`config.mk`:
```
export PLATFORM = sky130hd
export DESIGN_NAME = alu_rr_sched_flat
export DESIGN_NICKNAME = d
export VERILOG_FILES = /design/src/rtl/alu_rr_sched_if.sv /design/src/rtl/alu_rr_sched.sv /design/src/flat_wrapper.sv
export SDC_FILE = /design/constraint.sdc
export NUM_CORES = 1
export LEC_CHECK = 0
export ABC_AREA = 1
export CAP_MARGIN = 20
export CORE_UTILIZATION = 50
export CTS_BUF_LIST = sky130_fd_sc_hd__clkbuf_4 sky130_fd_sc_hd__clkbuf_8 sky130_fd_sc_hd__clkbuf_16
export DETAILED_ROUTE_END_ITERATION = 6
export GPL_TIMING_DRIVEN = 1
export PLACE_DENSITY = 0.76
export SYNTH_ARGS = -nofsm -noshare
export SYNTH_HDL_FRONTEND = slang
export SYNTH_SLANG_ARGS = --single-unit
```
`constraint.sdc`:
```
create_clock -name clk -period 1.9 [get_ports clk]
set_input_delay 0.57 -clock clk [delete_from_list [all_inputs] [get_ports clk]]
set_output_delay 0.57 -clock clk [all_outputs]
set_load 0.02 [all_outputs]
```
`src/rtl/alu_rr_sched_if.sv`:
```
// Request/response bundle between the two client FSMs, the shared-ALU
// scheduler and the result consumer.
interface alu_rr_sched_if #(
  parameter int WIDTH = 4
);
  logic             req0_valid;
  logic             req0_ready;
  logic [2:0]       req0_op;
  logic [WIDTH-1:0] req0_a;
  logic [WIDTH-1:0] req0_b;

  logic             req1_valid;
  logic             req1_ready;
  logic [2:0]       req1_op;
  logic [WIDTH-1:0] req1_a;
  logic [WIDTH-1:0] req1_b;

  logic             rsp_valid;
  logic             rsp_ready;
  logic             rsp_id;
  logic [WIDTH-1:0] rsp_data;
  logic             rsp_zero;

  // Client/consumer side: drives requests and takes results.
  modport master (
    output req0_valid, req0_op, req0_a, req0_b,
    output req1_valid, req1_op, req1_a, req1_b,
    output rsp_ready,
    input  req0_ready, req1_ready,
    input  rsp_valid, rsp_id, rsp_data, rsp_zero
  );

  // Scheduler side.
  modport slave (
    input  req0_valid, req0_op, req0_a, req0_b,
    input  req1_valid, req1_op, req1_a, req1_b,
    input  rsp_ready,
    output req0_ready, req1_ready,
    output rsp_valid, rsp_id, rsp_data, rsp_zero
  );
endinterface

```
`src/rtl/alu_rr_sched.sv`:
```
// Round-robin scheduler sharing one ALU between two requesters.
//
// state | meaning
// IDLE  | arbitrating; the granted requester is accepted this cycle
// EXEC  | ALU evaluates the captured operands
// RESP  | result held on the response channel until the consumer takes it
module alu_rr_sched #(
  parameter int WIDTH      = 4,
  parameter bit FIRST_PRIO = 1'b0,
  parameter int CNT_W      = 8
) (
  input  logic             clk,
  input  logic             rst,
  alu_rr_sched_if.slave    bus,
  output logic             busy,
  output logic [CNT_W-1:0] done_cnt
);
  localparam int SH_W = $clog2(WIDTH);

  typedef enum logic [1:0] {
    IDLE = 2'b00,
    EXEC = 2'b01,
    RESP = 2'b10
  } state_t;

  state_t           state;
  state_t           state_nxt;
  logic             last_grant;
  logic             grant;
  logic             grant_vld;
  logic             accept;
  logic             rsp_fire;
  logic [2:0]       op_q;
  logic [WIDTH-1:0] a_q;
  logic [WIDTH-1:0] b_q;
  logic             id_q;
  logic [WIDTH-1:0] alu_res;
  logic             rsp_valid_q;
  logic             rsp_id_q;
  logic             rsp_zero_q;
  logic [WIDTH-1:0] rsp_data_q;

  // Arbitration: a lone requester wins, a contested grant goes to the one not served last.
  always_comb begin
    grant_vld = bus.req0_valid | bus.req1_valid;
    if (bus.req0_valid && bus.req1_valid)
      grant = ~last_grant;
    else
      grant = bus.req1_valid;
  end

  assign accept   = (state == IDLE) && grant_vld;
  assign rsp_fire = (state == RESP) && bus.rsp_ready;

  // State register.
  always_ff @(posedge clk or posedge rst) begin
    if (rst)
      state <= IDLE;
    else
      state <= state_nxt;
  end

  // Next-state logic; the unused encoding falls back to IDLE.
  always_comb begin
    state_nxt = IDLE;
    case (state)
      IDLE:    state_nxt = accept ? EXEC : IDLE;
      EXEC:    state_nxt = RESP;
      RESP:    state_nxt = bus.rsp_ready ? IDLE : RESP;
      default: state_nxt = IDLE;
    endcase
  end

  // FSM outputs; ready is a pure function of state and the request valids.
  always_comb begin
    bus.req0_ready = 1'b0;
    bus.req1_ready = 1'b0;
    busy           = (state != IDLE);
    if (accept) begin
      bus.req0_ready = ~grant;
      bus.req1_ready = grant;
    end
  end

  // Capture the winning operation so requesters are free after the accept edge.
  always_ff @(posedge clk or posedge rst) begin
    if (rst) begin
      op_q       <= '0;
      a_q        <= '0;
      b_q        <= '0;
      id_q       <= 1'b0;
      last_grant <= ~FIRST_PRIO;
    end else if (accept) begin
      id_q       <= grant;
      last_grant <= grant;
      if (grant) begin
        op_q <= bus.req1_op;
        a_q  <= bus.req1_a;
        b_q  <= bus.req1_b;
      end else begin
        op_q <= bus.req0_op;
        a_q  <= bus.req0_a;
        b_q  <= bus.req0_b;
      end
    end
  end

  // Shared ALU on the captured operands; all results unsigned and truncated.
  always_comb begin
    alu_res = '0;
    case (op_q)
      3'b000: alu_res = a_q + b_q;
      3'b001: alu_res = a_q - b_q;
      3'b010: alu_res = ~(a_q & b_q);
      3'b011: alu_res = ~(a_q | b_q);
      3'b100: alu_res = (a_q < b_q) ? WIDTH'(1) : '0;
      3'b101: alu_res = (a_q == b_q) ? WIDTH'(1) : '0;
      3'b110: alu_res = a_q << b_q[SH_W-1:0];
      3'b111: alu_res = a_q >> b_q[SH_W-1:0];
      default: alu_res = '0;
    endcase
  end

  // Response register: loaded at the end of EXEC, released on the handshake.
  always_ff @(posedge clk or posedge rst) begin
    if (rst) begin
      rsp_valid_q <= 1'b0;
      rsp_id_q    <= 1'b0;
      rsp_data_q  <= '0;
      rsp_zero_q  <= 1'b0;
      done_cnt    <= '0;
    end else if (state == EXEC) begin
      rsp_valid_q <= 1'b1;
      rsp_id_q    <= id_q;
      rsp_data_q  <= alu_res;
      rsp_zero_q  <= (alu_res == '0);
    end else if (rsp_fire) begin
      rsp_valid_q <= 1'b0;
      done_cnt    <= done_cnt + CNT_W'(1);
    end
  end

  assign bus.rsp_valid = rsp_valid_q;
  assign bus.rsp_id    = rsp_id_q;
  assign bus.rsp_data  = rsp_data_q;
  assign bus.rsp_zero  = rsp_zero_q;
endmodule
```
`src/flat_wrapper.sv`:
```
// flat-port wrapper written by rule: the top's interface ports become plain ports
module alu_rr_sched_flat 
#(
  parameter int WIDTH      = 4,
  parameter bit FIRST_PRIO = 1'b0,
  parameter int CNT_W      = 8
)
  (clk, rst, busy, done_cnt, bus_req0_valid, bus_req0_op, bus_req0_a, bus_req0_b, bus_req1_valid, bus_req1_op, bus_req1_a, bus_req1_b, bus_rsp_ready, bus_req0_ready, bus_req1_ready, bus_rsp_valid, bus_rsp_id, bus_rsp_data, bus_rsp_zero);
  alu_rr_sched_if #(.WIDTH(WIDTH)) bus_i ();
  input  logic clk;
  input  logic rst;
  output logic busy;
  output logic [CNT_W-1:0] done_cnt;
  input wire logic [$bits(bus_i.req0_valid)-1:0] bus_req0_valid;
  input wire logic [$bits(bus_i.req0_op)-1:0] bus_req0_op;
  input wire logic [$bits(bus_i.req0_a)-1:0] bus_req0_a;
  input wire logic [$bits(bus_i.req0_b)-1:0] bus_req0_b;
  input wire logic [$bits(bus_i.req1_valid)-1:0] bus_req1_valid;
  input wire logic [$bits(bus_i.req1_op)-1:0] bus_req1_op;
  input wire logic [$bits(bus_i.req1_a)-1:0] bus_req1_a;
  input wire logic [$bits(bus_i.req1_b)-1:0] bus_req1_b;
  input wire logic [$bits(bus_i.rsp_ready)-1:0] bus_rsp_ready;
  output wire logic [$bits(bus_i.req0_ready)-1:0] bus_req0_ready;
  output wire logic [$bits(bus_i.req1_ready)-1:0] bus_req1_ready;
  output wire logic [$bits(bus_i.rsp_valid)-1:0] bus_rsp_valid;
  output wire logic [$bits(bus_i.rsp_id)-1:0] bus_rsp_id;
  output wire logic [$bits(bus_i.rsp_data)-1:0] bus_rsp_data;
  output wire logic [$bits(bus_i.rsp_zero)-1:0] bus_rsp_zero;
  assign bus_i.req0_valid = bus_req0_valid;
  assign bus_i.req0_op = bus_req0_op;
  assign bus_i.req0_a = bus_req0_a;
  assign bus_i.req0_b = bus_req0_b;
  assign bus_i.req1_valid = bus_req1_valid;
  assign bus_i.req1_op = bus_req1_op;
  assign bus_i.req1_a = bus_req1_a;
  assign bus_i.req1_b = bus_req1_b;
  assign bus_i.rsp_ready = bus_rsp_ready;
  assign bus_req0_ready = bus_i.req0_ready;
  assign bus_req1_ready = bus_i.req1_ready;
  assign bus_rsp_valid = bus_i.rsp_valid;
  assign bus_rsp_id = bus_i.rsp_id;
  assign bus_rsp_data = bus_i.rsp_data;
  assign bus_rsp_zero = bus_i.rsp_zero;
  alu_rr_sched #(.WIDTH(WIDTH), .FIRST_PRIO(FIRST_PRIO), .CNT_W(CNT_W)) u_core (.clk(clk), .rst(rst), .bus(bus_i), .busy(busy), .done_cnt(done_cnt));
endmodule
```
== Word level (Yosys, flattened, before mapping) ==
Cells that the tools add are included.

* Word-level logic and storage cells: 58
* Output and inout port bits: 18
* Input bits: 27
* Bits in registers: 30

* Shift-type cells: 2
* Add/sub/neg operators: 3
* Equal/unequal tests: 10
* Bitwise gates (word level): 8
* Muxes and demuxes: 14
* Magnitude comparators: 1
* Reduce and logical (&&, ||, !) cells: 9

{| class="wikitable"
|+ Operators by type and width
! cell !! count
|-
| $pmux 4 s8 || 1
|-
| $eq 3x3->1 const B || 4
|-
| $add 8x1->8 const B || 1
|-
| $mux 1 || 8
|-
| $mux 4 || 2
|-
| $not 4->4 || 2
|-
| $eq 3x2->1 const B || 2
|-
| $pmux 2 s3 || 1
|-
| $add 4x4->4 || 1
|-
| $and 4x4->4 || 1
|-
| $eq 4x4->1 || 1
|-
| $logic_not 4->1 || 1
|-
| $lt 4x4->1 || 1
|-
| $or 4x4->4 || 1
|-
| $reduce_bool 2->1 || 2
|-
| $shl 4x2->4 || 1
|-
| $shr 4x2->4 || 1
|-
| $sub 4x4->4 || 1
|-
| $eq 3x1->1 const B || 1
|-
| $logic_and 1x1->1 || 3
|-
| $logic_not 3->1 || 1
|-
| $mux 3 || 1
|-
| $not 1->1 || 3
|-
| $eq 2x1->1 const B || 1
|-
| other kinds (5) || 5
|}

== Longest topological paths before layout ==
* Depth in word-level cells: 4
* Mapped depth: 12
* Gate-level depth less buffers: 12

== Worst setup path before layout ==
OpenSTA, ideal clock, no wires.

* Path type: register to register
* From: register u_core.b_q[0]
* To: register u_core.rsp_zero_q, in the netlist u_core.bus.rsp_zero
* Clock period less this slack: 1719 ps
* Buffers on the path: 0
* Arrival: 1654 ps
* Library setup time: 65 ps
* Stages on the path, launching flop included: 12
* Required time: 1835 ps
* Slack: 181 ps
* Path through: dfrtp_1 > ha_1 > fa_1 > inv_1 > nand2_1 > nand2_1 > nand2_1 > a21oi_2 > nand3_1 > nor2_1 > nand3_1 > nand2_1

* Word-level cells in the longest chain between the ends: 4
* Elaborated cells on any way between the ends: 14
* Classes of those cells: add/sub (2); order compare (1); eq/ne (1); shift (2); mux (3); bitwise (4); reduce/logical (1)

{| class="wikitable"
|+ Ends and longest elaborated chain
! element !! RTL line !! source
|-
| from (decl) || alu_rr_sched.sv:35 || <nowiki>logic [WIDTH-1:0] b_q;</nowiki>
|-
| from (signal assigned) || alu_rr_sched.sv:99 || <nowiki>b_q <= bus.req1_b;</nowiki>
|-
| from (signal assigned) || alu_rr_sched.sv:103 || <nowiki>b_q <= bus.req0_b;</nowiki>
|-
| $lt 4x4->1, or another cell as far along || alu_rr_sched.sv:116 || <nowiki>3'b100: alu_res = (a_q < b_q) ? WIDTH'(1) : '0;</nowiki>
|-
| $mux 1, or another cell as far along || alu_rr_sched.sv:116 ||
|-
| $pmux 4 s8 * || alu_rr_sched.sv:111 || <nowiki>case (op_q)</nowiki>
|-
| $logic_not 4->1 * || alu_rr_sched.sv:136 || <nowiki>rsp_zero_q <= (alu_res == '0);</nowiki>
|-
| to (signal assigned) || alu_rr_sched.sv:136 ||
|-
| to (decl) || alu_rr_sched.sv:40 || <nowiki>logic rsp_zero_q;</nowiki>
|}

Mark *: on every way between the ends. The rest lies on a longest branch, timed or not.
A chain may end at the register's enable or synchronous reset.

== Final worst setup path ==
* From: input bus_req1_valid
* To: output bus_req0_ready

* Word-level cells in the longest chain between the ends: 4
* Elaborated cells on any way between the ends: 6
* Classes of those cells: mux (2); bitwise (2); reduce/logical (2)

{| class="wikitable"
|+ Ends and longest elaborated chain
! element !! RTL line !! source
|-
| from (decl) || flat_wrapper.sv:18 || <nowiki>input wire logic [$bits(bus_i.req1_valid)-1:0] bus_req1_valid;</nowiki>
|-
| $logic_and 1x1->1 || alu_rr_sched.sv:46 || <nowiki>if (bus.req0_valid && bus.req1_valid)</nowiki>
|-
| $mux 1 || alu_rr_sched.sv:46 ||
|-
| $not 1->1 || alu_rr_sched.sv:80 || <nowiki>bus.req0_ready = ~grant;</nowiki>
|-
| $mux 1 * || alu_rr_sched.sv:79 || <nowiki>if (accept) begin</nowiki>
|-
| to (decl) || flat_wrapper.sv:23 || <nowiki>output wire logic [$bits(bus_i.req0_ready)-1:0] bus_req0_ready;</nowiki>
|}

Marks and branches as above.

==> flow_summary_export.csv <==
group,metric,value,unit
outcome,status,"finished, final reports clean",
floorplanning,fp.dieW,65.3,um
global_route,grt_pass1_wl,7830,um
timing,drv_slew,0,
floorplanning,start_util,0.536,
final_layout,final_cells,360,
place,place_hpwl,3510,um
timing,hold_viol_final,0,
final_layout,multiInputGateArea,0.00110,sq mm
timing,fmax,530,MHz
synthesis,synth_top_area_frac,0.362,
timing,slew_headroom,0.704,
drt,first_pass_iters,5,
place,dpl.cell_count,351,
drt,finalWirelength,4660,um
power,ir_drop,0.000824,V
hold_path,hold_path_class,"reg2reg",
cts,clock_sinks,30,
global_route,grt_util_all_layers,0.241,
floorplanning,pin_count,45,
timing,setup_ws,0.0121,ns
synthesis,synth_nets,296,
drt,viasPerCell,5.13,
final_layout,fillerInstances,328,
drt,first_iter_violations,73,
timing,rsz0062_at_grt,"yes",
timing,period_minus_slack,1.89,ns
final_layout,antennaDiodeCount,0,
drt,drc_errors,0,
floorplanning,dieHeight,65.3,um
drt,dr_total_vias,1845,
global_route,grt_max_degree,31,
critical_path,critical_path_required,1.33,ns
floorplanning,die-area,0.00427,sq mm
synthesis,yosys.area_share.simple,0.317,
drt,final_antenna_net_count,0,
final_layout,final_util,0.714,
timing,worst_pin_slew,0.444,ns
cts,clock_path_buffers,2,
critical_path,cp-start-kind,"input port",
critical_path,cp_max_fo,2,
synthesis,ys_types,33,
synthesis,synth_mux_area_frac,0.00561,
synthesis,yosys-top-cells-area,"dfrtp_1 (36%), nand2_1 (13%), ha_1 (8.7%)",
floorplanning,core-area,0.00374,sq mm
run,cap_violations,0,
synthesis,synthArstFlopShare,1.00,
global_route,grt.overflow.total,0,
synthesis,syn_area_per_cell,7.93,sq um
global_route,grt_pass1_vias,1744,
cts,cts_root_buf,"clkbuf_8",
power,p_leak,1.34,nW
synthesis,synth_xor_area_frac,0.0349,
final_layout,nNetsFinal,354,
place,pre_cts_ws,-0.672,ns
timing,fin_skew,0.00700,ns
cts,clk_pin_slew,0.07,ns
synthesis,synth_edf_count,0,
global_route,antenna_found_initial,0,
synthesis,synth_top_family_by_area,"simple AND/OR/NAND/NOR gates",
timing,finalCritPeriodShare,0.994,
synthesis,synth_top_cell_by_area,"dfrtp_1",
synthesis,ys_seq_area_frac,0.375,
critical_path,arrival,1.32,ns
drt,wl_per_cell,12.9,um
synthesis,ys_ff_latch,30,
cts,hold_buffers,0,
timing,setup_viol,0,
critical_path,critPathKind,"in2out",
cts,clkLatencyLatePin,0.29,ns
power,finalPower,0.00444,W
synthesis,synth.most_common_cell,"nand2_1",
cts,cts_tree,"built",
critical_path,crit_path_end_kind,"output pin",
cts,numCtsBuffers,5,
final_layout,syn2layout_area_growth,33.2,%
final_layout,drive_above_1_share,0.163,
synthesis,synthesis.area,0.00201,sq mm
power,power_density,1660,mW/mm^2
synthesis,synth-adder-area-share,0.107,
synthesis,yosys_warnings,0,
place,io_buffers,44,
floorplanning,rows,22,
synthesis,synth_compound_area_frac,0.0774,
synthesis,synth-main-ff-cell,"dfrtp_1",
synthesis,synth_commonest_cells,"nand2_1 (71), dfrtp_1 (29), inv_1 (26)",
final_layout,stdcell_area,0.00267,sq mm
place,dpl_cell_area,0.00255,sq mm
final_layout,seq_area,753,sq um
place,globalplace.congestion,0.936,
cts,htreeDepth,2,
synthesis,syn_inst,253,
worst max-delay path, stage by stage:
cell and delay (ns):
dlygate4sd2_1 0.26, o21ai_2 0.16, inv_2 0.06, nand2_2 0.09
inv_2 0.04, buf_4 0.15
cells in the final DEF, fill, tap and decap left out, types with 2 or more instances in the layout:
master	count
nand2_1	70
clkdlybuf4s50_1	34
dfrtp_1	28
inv_1	26
nor2_1	23
nand3_1	21
buf_4	14
ha_1	12
o211ai_1	11
xor2_1	7
nand4_1	7
inv_2	6
clkbuf_8	6
dlygate4sd2_1	4
nor2_2	3
nor2_4	3
o21ai_0	3
nand3b_1	3
o21ai_1	3
dlymetal6s2s_1	3
nand3_2	2
ha_2	2
cell families after synthesis:
logic type,after synthesis
compound gates,22
xor+xnor,8
fa+ha+maj,16
buf+inv,38
flops,30
mux,1
simple gates,138
final cells by class:
class	count	area share
multi-input cells	185	0.413
clock inverters	2	0.00468
flip-flops and latches	30	0.282
well taps	48	0.0225
inverters	32	0.0449
repair buffers	57	0.202
clock buffers	6	0.0309
repair_timing:
item	in CTS	in global routing
gates resized for setup	19	9
setup endpoints to repair	5	8
pin swaps	1	5
setup buffers	0	1
metal layers:
| layer | wire [um] | track usage | vias up |
|---|---|---|---|
| met5 | 0 | 0 | - |
| met4 | 72 | 0.0734 | 0 |
| met3 | 300 | 0.0503 | 10 |
| met2 | 2200 | 0.392 | 70 |
| met1 | 2080 | 0.322 | 833 |
| li1 | - | - | 932 |
report_power, final:
group / leakage, nW / internal (W) / switching (W)
sequential: 0.360 / 0.000923 / 0.000311
combinational: 0.927 / 0.00109 / 0.00156
clock: 0.0472 / 0.000291 / 0.000262
stage by stage:
stage                     TNS (ns)  hold slack [ns]
after floorplan                  0            0.446
after global placement       -1.27            0.456
after detailed placement     -1.34            0.465
after CTS                        0            0.478
after global routing       -0.0189            0.506
final                            0            0.473
path summary, 6_finish.rpt:
path                                        start                  end  slack, ns  depth (start not counted)
worst max-delay path               bus_req1_valid       bus_req0_ready       0.01                          6
worst min-delay path            u_core.last_grant    u_core.last_grant       0.47                          2
worst max register to register      u_core.a_q[0]  u_core.bus.rsp_zero       0.09                          9
worst min register to register  u_core.last_grant    u_core.last_grant       0.47                          2
max in group asynchronous                     rst    u_core.last_grant       0.94                          3
min in group asynchronous                     rst       u_core.op_q[1]       0.65                          3
sequential cells by signal (all words and copies together) (netlist names):
name	count
u_core.a_q	4
u_core.b_q	4
u_core.bus.rsp_data	4
u_core.bus.rsp_id	1
u_core.bus.rsp_valid	1
u_core.bus.rsp_zero	1
u_core.done_cnt	8
u_core.id_q	1
u_core.last_grant	1
u_core.op_q	3
u_core.state	2
Power figures use the tool's default switching activity.
==> variant, RTL diff (config.mk and constraints unchanged) <==
`FIRST_PRIO` is set to 1'b0 in 2 places; all go to 1'b1.
--- a/src/rtl/alu_rr_sched.sv
+++ b/src/rtl/alu_rr_sched.sv
@@ -8,3 +8,3 @@
   parameter int WIDTH      = 4,
-  parameter bit FIRST_PRIO = 1'b0,
+  parameter bit FIRST_PRIO = 1'b1,
   parameter int CNT_W      = 8
--- a/src/flat_wrapper.sv
+++ b/src/flat_wrapper.sv
@@ -4,3 +4,3 @@
   parameter int WIDTH      = 4,
-  parameter bit FIRST_PRIO = 1'b0,
+  parameter bit FIRST_PRIO = 1'b1,
   parameter int CNT_W      = 8
Behaviour: not the same (a bounded check fails within 4 cycles, from zero or initial values and one cycle with rst high).
==> variant against the unedited design <==
  * First-iteration DRC count rose by 75%
  * Register-to-register slack got worse by 20 ps
  * Worst setup slack improved by 33 ps
  * Synthesized area fell by 3.6%
  * Power rose by 4.6%
  * Routed wire length rose by 1.7%
  * Final area rose by 0.37%
  * Global-route usage rose by 2.1 points
  * Sequential cell count fell by 1
  * Critical path type unchanged
  * Largest power group unchanged
==> variant: results (changes against the unedited design) <==
Layout
  – Multi-input logic area: 1090 um^2 (was 1100 um^2)
  – Nets: 352 (was 354)
  – # fillers: 279 (was 328)
  – Multi-In Gates: 181 (was 185)
  – Final-layout clock-cell area share: 4.48% (was 3.56%)
  – Non-clk buf share: 21.4% (was 20.2%)
  – Inverters excl. clock: 30 (was 32)

Routing
  – Vias per inst: 5.15 (was 5.13)
  – Pre-antenna DRT Iters: 4 (was 5)

Status
  – Outcome: completed (unchanged)

Power
  – Leak pwr: 1.34 nW (about the same)
  – Clk power: 0.000686 W (was 0.000553 W)
  – Seq. pwr: 0.00115 W (was 0.00123 W)
  – Worst ir drop on vdd: 1010 uV (was 824 uV)
  – Power Density: 1730 nW/um^2 (was 1660 nW/um^2)
  – Switch Pwr: 0.00214 W (about the same)

STA
  – Rel. slew slack: 70.5% (was 70.4%)
  – WHS: 475 ps (was 473 ps)
  – Final Cycle Share: 97.6% (was 99.4%)

Floorplan
  – Core area: 3690 um^2 (was 3740 um^2)

Critical path
  – Worst reg2reg setup slack: 70 ps (was 90 ps)
  – Max FO, Critical Path: 3 (was 2)
  – Largest stage delay, worst path: 280 ps (was 260 ps)

Synthesis
  – Multiplexer area fraction after synthesis: 0.582% (was 0.561%)
  – Avg Synthesized Cell Area: 7.90 um^2 (was 7.93 um^2)
  – Yosys cell types: 32 (was 33)
  – Synth Area in Compound Gates: 8.28% (was 7.74%)
  – List of most frequent post-synthesis cells: 68 x nand2_1, 29 x dfrtp_1, 25 x inv_1, 25 x nand3_1, 20 x nor2_1 (was 71 x nand2_1, 29 x dfrtp_1, 26 x inv_1, 24 x nor2_1, 21 x nand3_1)
  – Adder-Cell Fraction of Synth Area: 11.1% (was 10.7%)
  – Post-synthesis sequential area ratio: 37.5% (about the same)

Hold path
  – Worst hold endpoint: u_core.done_cnt[7]$_DFFE_PP0P_ (was u_core.last_grant$_DFFE_PP1P_)

Placed design
  – Place WS: -692 ps (was -672 ps)
  – Dpl hpwl: 3550 um (was 3510 um)
variant: cell count changes in the layout (fill, tap and decap cells not counted), moves of 3 or more:
cell     change
buf_4        +6
nand2_1      -5
nand2_2      +3
nand3_1      +4
nor2_1       -8
nor2_2       +3
variant: stage by stage:
step	utilization (%)	TNS [ps]
2_1_floorplan	-	0
3_3_place_gp	68.0	-1180
3_5_place_dp	68.0	-2240
4_1_cts	71.6	0
5_1_grt	72.7	-92.7
6_report	72.7	0
variant: per-layer routing:
| metal | track usage, % | wire, um | vias to the layer above |
|---|---|---|---|
| met1 | 36.3 | 2170 | 863 |
| met3 | 6.96 | 292 | 6 |
| met5 | 0 | 0 | - |
| met4 | 6.67 | 54 | 0 |
| met2 | 40.8 | 2220 | 51 |
| li1 | - | - | 924 |
variant: what timing repair did:
item / 4_1_cts / 5_1_grt
gates resized for setup: 20 / 14
endpoints found under the setup margin: 5 / 8
pin swaps: 1 / 4
buffers inserted: 1 / 2
